## src/rtl/imem_loader.sv

```systemverilog
// imem_loader: boot-time program loader.
// Consumes a framed byte stream (MAGIC, LEN_HI, LEN_LO, 4*N payload bytes
// and an optional checksum). It packs the payload into big-endian 32-bit
// words and writes them through RAM port A to consecutive word addresses
// starting at BOOT_ADDR. The core is held in reset (cpu_rst) until a
// complete image has been accepted.
//
// Optional feature: define IMEM_LOADER_CSUM_EN to make each frame end with
// an XOR checksum byte. A checksum mismatch rejects the frame (ERROR).
// Without the macro there is no CSUM state and no checksum register.
//
// Handshake: a byte transfers on a rising edge where rx_valid && rx_ready.
// The upstream holds rx_data stable while rx_valid is high and rx_ready is
// low. rx_ready depends only on the loader state and on rst, never on
// rx_valid.
module imem_loader #(
  parameter int          ADDR_WIDTH = 9,
  parameter int          WORD_WIDTH = 32,
  parameter logic [31:0] BOOT_ADDR  = 32'h0000_0000,
  parameter logic [7:0]  MAGIC      = 8'hA5
) (
  input  logic                  clk,
  input  logic                  rst,
  input  logic [7:0]            rx_data,
  input  logic                  rx_valid,
  output logic                  rx_ready,
  output logic                  ram_we_a,
  output logic [ADDR_WIDTH-1:0] ram_addr_a,
  output logic [WORD_WIDTH-1:0] ram_wdata_a,
  output logic                  cpu_rst,
  output logic                  done,
  output logic                  error
);

  // Largest legal word count: the whole RAM (2^ADDR_WIDTH words).
  localparam logic [16:0]           MAX_WORDS = 17'(1 << ADDR_WIDTH);
  localparam logic [ADDR_WIDTH-1:0] BOOT_WA   = BOOT_ADDR[ADDR_WIDTH-1:0];
  localparam logic [ADDR_WIDTH-1:0] ADDR_ONE  = ADDR_WIDTH'(1);

  typedef enum logic [2:0] {
    ST_IDLE,
    ST_LEN_HI,
    ST_LEN_LO,
    ST_DATA,
    ST_WRITE,
`ifdef IMEM_LOADER_CSUM_EN
    ST_CSUM,
`endif
    ST_DONE,
    ST_ERROR
  } state_t;

  // State after the last payload word (or after an empty image).
`ifdef IMEM_LOADER_CSUM_EN
  localparam state_t ST_END = ST_CSUM;
`else
  localparam state_t ST_END = ST_DONE;
`endif

  state_t                  state_q, state_d;
  logic [ADDR_WIDTH-1:0]   addr_q, addr_d;
  logic [WORD_WIDTH-1:0]   word_q, word_d;
  logic [1:0]              byte_idx_q, byte_idx_d;
  logic [15:0]             rem_q, rem_d;
  logic [7:0]              len_hi_q, len_hi_d;
`ifdef IMEM_LOADER_CSUM_EN
  logic [7:0]              csum_q, csum_d;
`endif

  logic        rx_fire;
  logic [15:0] len_word;

  assign rx_fire  = rx_valid && rx_ready;
  assign len_word = {len_hi_q, rx_data};

  // Output decode: everything is a function of the registered state, with
  // rst forcing the handshake and the write strobe low in the cycle it is
  // sampled so an aborted frame never issues a partial-word write.
  always_comb begin
    rx_ready    = !rst && (state_q != ST_WRITE);
    ram_we_a    = !rst && (state_q == ST_WRITE);
    ram_addr_a  = addr_q;
    ram_wdata_a = word_q;
    cpu_rst     = rst || (state_q != ST_DONE);
    done        = !rst && (state_q == ST_DONE);
    error       = !rst && (state_q == ST_ERROR);
  end

  // Next-state and datapath update for the frame parser.
  always_comb begin
    state_d    = state_q;
    addr_d     = addr_q;
    word_d     = word_q;
    byte_idx_d = byte_idx_q;
    rem_d      = rem_q;
    len_hi_d   = len_hi_q;
`ifdef IMEM_LOADER_CSUM_EN
    csum_d     = csum_q;
`endif

    case (state_q)
      // Idle and both terminal states discard bytes until a frame start.
      ST_IDLE, ST_DONE, ST_ERROR: begin
        if (rx_fire && (rx_data == MAGIC)) begin
          state_d    = ST_LEN_HI;
          addr_d     = BOOT_WA;
          byte_idx_d = 2'd0;
`ifdef IMEM_LOADER_CSUM_EN
          csum_d     = 8'h00;
`endif
        end
      end

      ST_LEN_HI: begin
        if (rx_fire) begin
          len_hi_d = rx_data;
          state_d  = ST_LEN_LO;
        end
      end

      // The full word count is known once the low byte arrives.
      ST_LEN_LO: begin
        if (rx_fire) begin
          rem_d = len_word;
          if ({1'b0, len_word} > MAX_WORDS) begin
            state_d = ST_ERROR;
          end else if (len_word == 16'd0) begin
            state_d = ST_END;
          end else begin
            state_d = ST_DATA;
          end
        end
      end

      // Payload bytes arrive MSB first; the fourth byte completes a word.
      ST_DATA: begin
        if (rx_fire) begin
          word_d = {word_q[WORD_WIDTH-9:0], rx_data};
`ifdef IMEM_LOADER_CSUM_EN
          csum_d = csum_q ^ rx_data;
`endif
          if (byte_idx_q == 2'd3) begin
            byte_idx_d = 2'd0;
            state_d    = ST_WRITE;
          end else begin
            byte_idx_d = byte_idx_q + 2'd1;
          end
        end
      end

      // Single write cycle; the address wraps naturally at the RAM depth.
      ST_WRITE: begin
        addr_d = addr_q + ADDR_ONE;
        rem_d  = rem_q - 16'd1;
        if (rem_q == 16'd1) begin
          state_d = ST_END;
        end else begin
          state_d = ST_DATA;
        end
      end

`ifdef IMEM_LOADER_CSUM_EN
      // Trailing checksum must equal the XOR of every payload byte.
      ST_CSUM: begin
        if (rx_fire) begin
          if (rx_data == csum_q) begin
            state_d = ST_DONE;
          end else begin
            state_d = ST_ERROR;
          end
        end
      end
`endif

      default: begin
        state_d = ST_IDLE;
      end
    endcase
  end

  // State and datapath registers with synchronous reset.
  always_ff @(posedge clk) begin
    if (rst) begin
      state_q    <= ST_IDLE;
      addr_q     <= BOOT_WA;
      word_q     <= '0;
      byte_idx_q <= 2'd0;
      rem_q      <= 16'd0;
      len_hi_q   <= 8'h00;
`ifdef IMEM_LOADER_CSUM_EN
      csum_q     <= 8'h00;
`endif
    end else begin
      state_q    <= state_d;
      addr_q     <= addr_d;
      word_q     <= word_d;
      byte_idx_q <= byte_idx_d;
      rem_q      <= rem_d;
      len_hi_q   <= len_hi_d;
`ifdef IMEM_LOADER_CSUM_EN
      csum_q     <= csum_d;
`endif
    end
  end

endmodule

```

## config.mk

```make
export PLATFORM = sky130hd
export DESIGN_NAME = imem_loader
export DESIGN_NICKNAME = d
export VERILOG_FILES = /design/src/rtl/imem_loader.sv
export SDC_FILE = /design/constraint.sdc
export NUM_CORES = 1
export LEC_CHECK = 0
export ABC_CLOCK_PERIOD_IN_PS = 2310
export CAP_MARGIN = 20
export CELL_PAD_IN_SITES_DETAIL_PLACEMENT = 1
export CELL_PAD_IN_SITES_GLOBAL_PLACEMENT = 2
export CORE_UTILIZATION = 25
export CTS_BUF_LIST = sky130_fd_sc_hd__clkbuf_8
export CTS_CLUSTER_SIZE = 14
export DETAILED_ROUTE_END_ITERATION = 8
export GPL_TIMING_DRIVEN = 0
export PLACE_DENSITY = 0.67
export SYNTH_ARGS = -nofsm -noshare
export SYNTH_HDL_FRONTEND = slang
export SYNTH_SLANG_ARGS = --single-unit
```

## constraint.sdc

```tcl
create_clock -name clk -period 2.31 [get_ports clk]
set_clock_uncertainty 0.15 [all_clocks]
set_input_delay 0.5775 -clock clk [delete_from_list [all_inputs] [get_ports clk]]
set_output_delay 0.5775 -clock clk [all_outputs]
set_load 0.01 [all_outputs]
```

==> results of run 1 <==
==> power groups by stage <==
stage                     registers, mW  clock network (mW)  logic [mW]
after floorplan                    1.24                   0      0.0581
after global placement             1.24                   0       0.114
after CTS                          1.21                1.31       0.129
final                              1.21                1.28       0.131
after global routing               1.21                1.37       0.142
after detailed placement           1.24                   0       0.114
==> state kept, by name (all words and copies together) (netlist names) <==
register,count
len_hi_q,8
ram_addr_a,9
rem_q,16
ram_wdata_a,32
state_q,3
byte_idx_q,2
==> worst min-delay path: cells and delay by family (launching register included) <==
family,cells,cell delay (ns)
compound gates,1,0.05
flops,1,0.31
simple gates,1,0.05
==> cell type report <==
type	count	area share, %
inverters	5	0.511
repair buffers	62	13.5
clock buffers	11	3.43
well taps	172	4.88
flip-flops and latches	70	32.0
multi-input cells	312	40.5
plain buffers	26	3.01
clock inverters	5	2.21
==> placed cells by master, fill, tap and decap left out, drive strengths merged, types with 5 or more instances in the layout <==
| cell | instances |
|---|---|
| a21oi | 61 |
| a31oi | 11 |
| and3 | 7 |
| buf | 15 |
| clkbuf | 31 |
| clkdlybuf4s50 | 44 |
| dfxtp | 70 |
| dlygate4sd2 | 5 |
| inv | 6 |
| mux2i | 8 |
| nand2 | 76 |
| nand3 | 18 |
| nor2 | 40 |
| nor3 | 12 |
| o21ai | 13 |
| or3 | 8 |
==> timing repair <==
item / 4_1_cts / 5_1_grt
resized for setup: 39 / 18
buffers inserted: 6 / 1
pin swaps: 2 / 1
cloned: 0 / 0
setup endpoints to repair: 48 / 38
hold buffers: 0 / 0
==> how the worst min path moves through the flow <==
| stage | startpoint | to | slack [ns] | depth (start not counted) |
|---|---|---|---|---|
| global route | ram_wdata_a[27]$_SDFFE_PP0P_ | ram_wdata_a[27]$_SDFFE_PP0P_ | 0.33 | 2 |
| global placement | ram_wdata_a[29]$_SDFFE_PP0P_ | ram_wdata_a[29]$_SDFFE_PP0P_ | 0.29 | 2 |
| finish | ram_wdata_a[27]$_SDFFE_PP0P_ | ram_wdata_a[27]$_SDFFE_PP0P_ | 0.31 | 2 |
| CTS | ram_wdata_a[27]$_SDFFE_PP0P_ | ram_wdata_a[27]$_SDFFE_PP0P_ | 0.31 | 2 |
| floorplan | byte_idx_q[1]$_SDFFE_PP0P_ | byte_idx_q[1]$_SDFFE_PP0P_ | 0.30 | 2 |
| detailed placement | ram_wdata_a[24]$_SDFFE_PP0P_ | ram_wdata_a[24]$_SDFFE_PP0P_ | 0.30 | 2 |
==> cell families after synthesis <==
logic type / count (synthesis) / synth area share, %
compound gates: 106 / 18.9
xor+xnor: 5 / 1.35
fa+ha+maj: 4 / 1.54
buf+inv: 31 / 4.05
flops: 70 / 43.2
mux: 8 / 2.47
simple gates: 189 / 28.6
==> per-layer routing <==
metal | GRT usage, % | up-vias
li1 | - | 1609
met1 | 24.6 | 1663
met2 | 29.5 | 49
met3 | 4.86 | 13
met4 | 5.90 | 0
met5 | 0 | -
==> metrics.txt, run 1 <==
Worst Reg-to-Reg Cells 7; CTS buffer count 9; CTS HTree Levels 3; root buffer cell clkbuf_8; Cell Chain, Critical Path inv_2, ha_4, or3b_4, or4_4, xnor2_1, a222oi_1, nor2_1; Final Instance Area 0.00441 mm2; initial antenna violation count 0; Least-Margin Pin Slew 0.924 ns; Hold Violations, Final 0; Fin Setup TNS 0 ns; Combinational Power Share 5.0%; CP Data Required Time 2.38 ns; Pleak 1.60 nW; hold slack 0.308 ns; P_sw 0.596 mW; fillers 1563; Detail Route Antenna Nets 0; first-pass GRT wire length 18700 um; fin. max-slew vios 0; critical path class flop to flop; CTS tree yes; Seq cells post-synth 70; clock buffer depth 2; final WL 11600 um; Placed Cells incl. Taps 640; Post-Layout Cell Count 663; post-route worst setup slack 0.0650 ns; Core Region 0.0126 mm2; synthesized cell area 0.00325 mm2; Total Routing Usage GR 18.6%; Bufs and invs on worst path 1; Startpoint Class flop; fin crit share 97.2%; layout cells sized above 1 12.6%; grt total ovfl 0; flop-to-flop setup slack 0.06 ns; routed wl met3 484 um; clock power share 48.8%; initial drt markers 157; Yosys warning count 0; dpl hpwl 8310 um; fmax 445 MHz; WP depth 7; Synth cell types 51; worst-path fanout max 5; Final Power 2.62 mW; Post-synth EDFFs 0; Area contributors post-synth dfxtp_1 (43%), a21oi_1 (9.4%), nand2_1 (8.6%); clk sinks 70; Reg-to-Reg End rem_q[10]$_SDFFE_PP0P_; critical path's top delay family simple AND/OR/NAND/NOR gates; Synth top area share 43.2%; Power Density 594 mW/mm2; # nets final 501; WL per Instance 17.5 um; die area 0.0134 mm2; area grow syn2layout 35.8%; PortBufs 55; M1 WL 5650 um; FFs w/ async S/R, synth 0%; vias in the first global route 3412; DR vias 3334; RR Startpoint rem_q[0]$_SDFFE_PP0P_; outcome complete, no violations; register area share after synthesis 43.2%; Period minus WS final 2.25 ns; switching share of total power 22.8%; RSZ-0062 raised after global routing true; Seq pwr share 46.2%; DRC 0; Setup crit start rem_q[0]$_SDFFE_PP0P_; Worst Setup End Kind flop; Placement Rows 41; Via density 5.03; post-synth net total 428; top layer in use met4; capture point of the worst path rem_q[10]$_SDFFE_PP0P_; Final Util 34.9%; Placed Area 0.00401 mm2; number of I/O pins 57; Worst-path clk slew 0.08 ns; syn_area_per_cell 7.86 um2; Slew headroom 38.0%; insertion delay of the later-clocked pin in the worst-skew pair 0.36 ns; Final GP Congestion 0.826; Most used DFF post-synth dfxtp_1; count leader, synth nand2_1; Max IR drop VDD 0.273 mV; n_diodes 0; Die W 116 um; Die Ht 116 um; Seq. cell area 0.00141 mm2; Place WS -0.686 ns; Initial Util 25.7%; area of the multi-input gates 0.00179 mm2; top cells by count, synth nand2_1 (74), dfxtp_1 (70), a21oi_1 (61); CP max stage delay 0.49 ns; internal power 2.02 mW; max-cap viol count 0; DR WL met2 5310 um; Critical Path AT 2.32 ns; Slowest cell on crit path or4_4; largest net degree at the start of global routing 12; TritonRoute pass-1 iters 4; Hold WC Path Type flop to flop; largest area contributor in the netlist dfxtp_1; setup violators final 0; Gate Count Post-Synth 413
Note: power is estimated with default switching activity, not from simulation.
==> run 2: changes to the inputs <==
--- a/config.mk
+++ b/config.mk
@@ -10,7 +10,7 @@
 export CELL_PAD_IN_SITES_DETAIL_PLACEMENT = 1
 export CELL_PAD_IN_SITES_GLOBAL_PLACEMENT = 2
 export CORE_UTILIZATION = 25
-export CTS_BUF_LIST = sky130_fd_sc_hd__clkbuf_8
+export CTS_BUF_LIST = sky130_fd_sc_hd__clkbuf_4
 export CTS_CLUSTER_SIZE = 14
 export DETAILED_ROUTE_END_ITERATION = 8
 export GPL_TIMING_DRIVEN = 0
==> run 2 against run 1 <==
Sequential share of layout area is 0.25 points higher. Clock power is 19% lower. Sequential cell count stayed put. Non-clock buffer count grew 3. Final cell count up 0.45%. Routed wire length grew 0.28%. Global-route usage barely moved. Die area did not move.
==> metrics.txt, run 2 (synthesized netlist as in run 1, its figures left out) <==
outcome complete, no violations; RSZ-0062 raised after global routing true; Final Power 2.38 mW (-9.1%); fin crit share 96.7% (-0.53 points); commonest non-fill, non-tap cell in the layout nand2_1; Initial Util 25.7% (unchanged); die area 0.0134 mm2 (unchanged); vias in the first global route 3391 (-0.62%); Power Density 543 mW/mm2 (-8.5%); Core Region 0.0126 mm2 (unchanged); Worst Setup End Kind output port; Hold WC Path Type flop to flop; Least-Margin Pin Slew 0.940 ns (+0.0157 ns); Detail Route Antenna Nets 0 (unchanged); Hold Violations, Final 0 (unchanged); TritonRoute pass-1 iters 4 (unchanged); flop-to-flop setup slack 0.09 ns (+0.03 ns); dpl hpwl 8310 um (unchanged); Seq pwr share 50.8% (+4.6 points); initial antenna violation count 0 (unchanged); Reg-to-Reg End rem_q[10]$_SDFFE_PP0P_; Slew headroom 36.9% (-1.1 points); switching share of total power 23.5% (+0.77 points); CTS buffer count 9 (unchanged); initial drt markers 155 (-1.3%); Max IR drop VDD 0.208 mV (-24%); WL per Instance 17.5 um (-0.17%); hold slack 0.314 ns (+0.00591 ns); CP max stage delay 0.36 ns (-0.13 ns); Placement Rows 41 (unchanged); first-pass GRT wire length 18700 um (about the same); clk sinks 70 (unchanged); post-route worst setup slack 0.0773 ns (+0.0123 ns); Die Ht 116 um (unchanged); clock buffer depth 2 (unchanged); Placed Cells incl. Taps 640 (unchanged); Setup crit start state_q[2]$_SDFFE_PP0P_; CP Data Required Time 1.58 ns (-0.80 ns); fmax 448 MHz (+0.55%); most frequent cells in the layout nand2_1 (73), dfxtp_1 (65), a21oi_1 (60), clkdlybuf4s50_1 (47), nor2_1 (36); Final GP Congestion 0.826 (unchanged); DR vias 3366 (+0.96%); Total Routing Usage GR 18.6% (+0.024 points); Final Instance Area 0.00438 mm2 (-0.60%); Fin Setup TNS 0 ns (unchanged); Die W 116 um (unchanged); Place WS -0.686 ns (unchanged); Bufs and invs on worst path 3 (+2); setup violators final 0 (unchanged); Post-Layout Cell Count 666 (+0.45%); Worst-path clk slew 0.12 ns (+0.04 ns); Via density 5.05 (+0.51%); area grow syn2layout 35.0%; layout cells sized above 1 14.0% (+1.3 points); final WL 11600 um (+0.28%); Pleak 1.58 nW (-1.3%); n_diodes 0 (unchanged); # nets final 504 (+0.60%); P_sw 0.560 mW (-6.0%); Worst Reg-to-Reg Cells 7 (unchanged); Cell Chain, Critical Path buf_6, nor2b_4, nand2_4, inv_2, clkdlybuf4s15_2; Combinational Power Share 5.5% (+0.5 points); root buffer cell clkbuf_4; max-cap viol count 0 (unchanged); Final Util 34.7% (-0.21 points); internal power 1.82 mW (-10%); critical path class flop to output port; CTS HTree Levels 3 (unchanged); WP depth 5 (-2); Slowest cell on crit path dfxtp_2; critical path's top delay family buffers and inverters; Period minus WS final 2.23 ns (-0.0123 ns); RR Startpoint rem_q[0]$_SDFFE_PP0P_; Startpoint Class flop; Placed Area 0.00401 mm2 (unchanged); Critical Path AT 1.51 ns (-0.81 ns); number of I/O pins 57 (unchanged); fin. max-slew vios 0 (unchanged); grt total ovfl 0 (unchanged); hold buffers post-CTS 0 (unchanged); capture point of the worst path ram_we_a; DRC 0 (unchanged); insertion delay of the later-clocked pin in the worst-skew pair 0.44 ns (+0.08 ns); PortBufs 55 (unchanged); worst-path fanout max 10 (+5); CTS tree yes; max reg flops 32 (unchanged); largest net degree at the start of global routing 12 (unchanged); clock power share 43.6% (-5.2 points)
[run 2: cell types whose count changed in the layout (fill, tap and decap cells not counted), moves of 3 or more]
cell             before  now
buf_4                 7   10
clkbuf_4              1   11
clkbuf_8             11    1
clkdlybuf4s50_1      44   47
dlygate4sd2_1         5    1
[run 2: worst min path at each step]
stage	startpoint	end	slack, ns	cells after the start
floorplan	byte_idx_q[1]$_SDFFE_PP0P_	byte_idx_q[1]$_SDFFE_PP0P_	0.30	2
global placement	ram_wdata_a[29]$_SDFFE_PP0P_	ram_wdata_a[29]$_SDFFE_PP0P_	0.29	2
detailed placement	ram_wdata_a[24]$_SDFFE_PP0P_	ram_wdata_a[24]$_SDFFE_PP0P_	0.30	2
CTS	ram_wdata_a[27]$_SDFFE_PP0P_	ram_wdata_a[27]$_SDFFE_PP0P_	0.32	2
global route	ram_wdata_a[27]$_SDFFE_PP0P_	ram_wdata_a[27]$_SDFFE_PP0P_	0.34	2
finish	ram_wdata_a[27]$_SDFFE_PP0P_	ram_wdata_a[27]$_SDFFE_PP0P_	0.31	2
[run 2: per-layer routing]
metal | track usage, % | wire [um] | vias up
li1 | - | - | 1618
met1 | 24.7 | 5380 | 1671
met2 | 29.7 | 5500 | 66
met3 | 4.55 | 628 | 11
met4 | 5.98 | 116 | 0
met5 | 0 | 0 | -
[run 2: power by group through the flow]
stage	logic [mW]	clock network, mW	registers [mW]
finish	0.132	1.04	1.21
CTS	0.130	1.07	1.21
global placement	0.114	0	1.24
global route	0.143	1.13	1.21
detailed placement	0.114	0	1.24
floorplan	0.0581	0	1.24
[run 2: what timing repair did]
item | in CTS | in global routing
setup endpoints to repair | 46 | 11
gates resized for setup | 38 | 23
hold endpoints to repair | 0 | 0
pin swaps | 1 | 2
setup buffers | 6 | 4
[run 2: cell type report]
class / count / area (um2)
flip-flops and latches: 70 / 1410
plain buffers: 26 / 139
multi-input cells: 312 / 1790
well taps: 172 / 215
clock inverters: 5 / 97.6
clock buffers: 11 / 82.6
repair buffers: 65 / 622
fillers: 1571 / 8240
inverters: 5 / 22.5
[run 2: worst min-delay path: stages, from the launching register on]
cell	delay, ns
dfxtp_1	0.33
nand2_1	0.05
a21oi_1	0.05
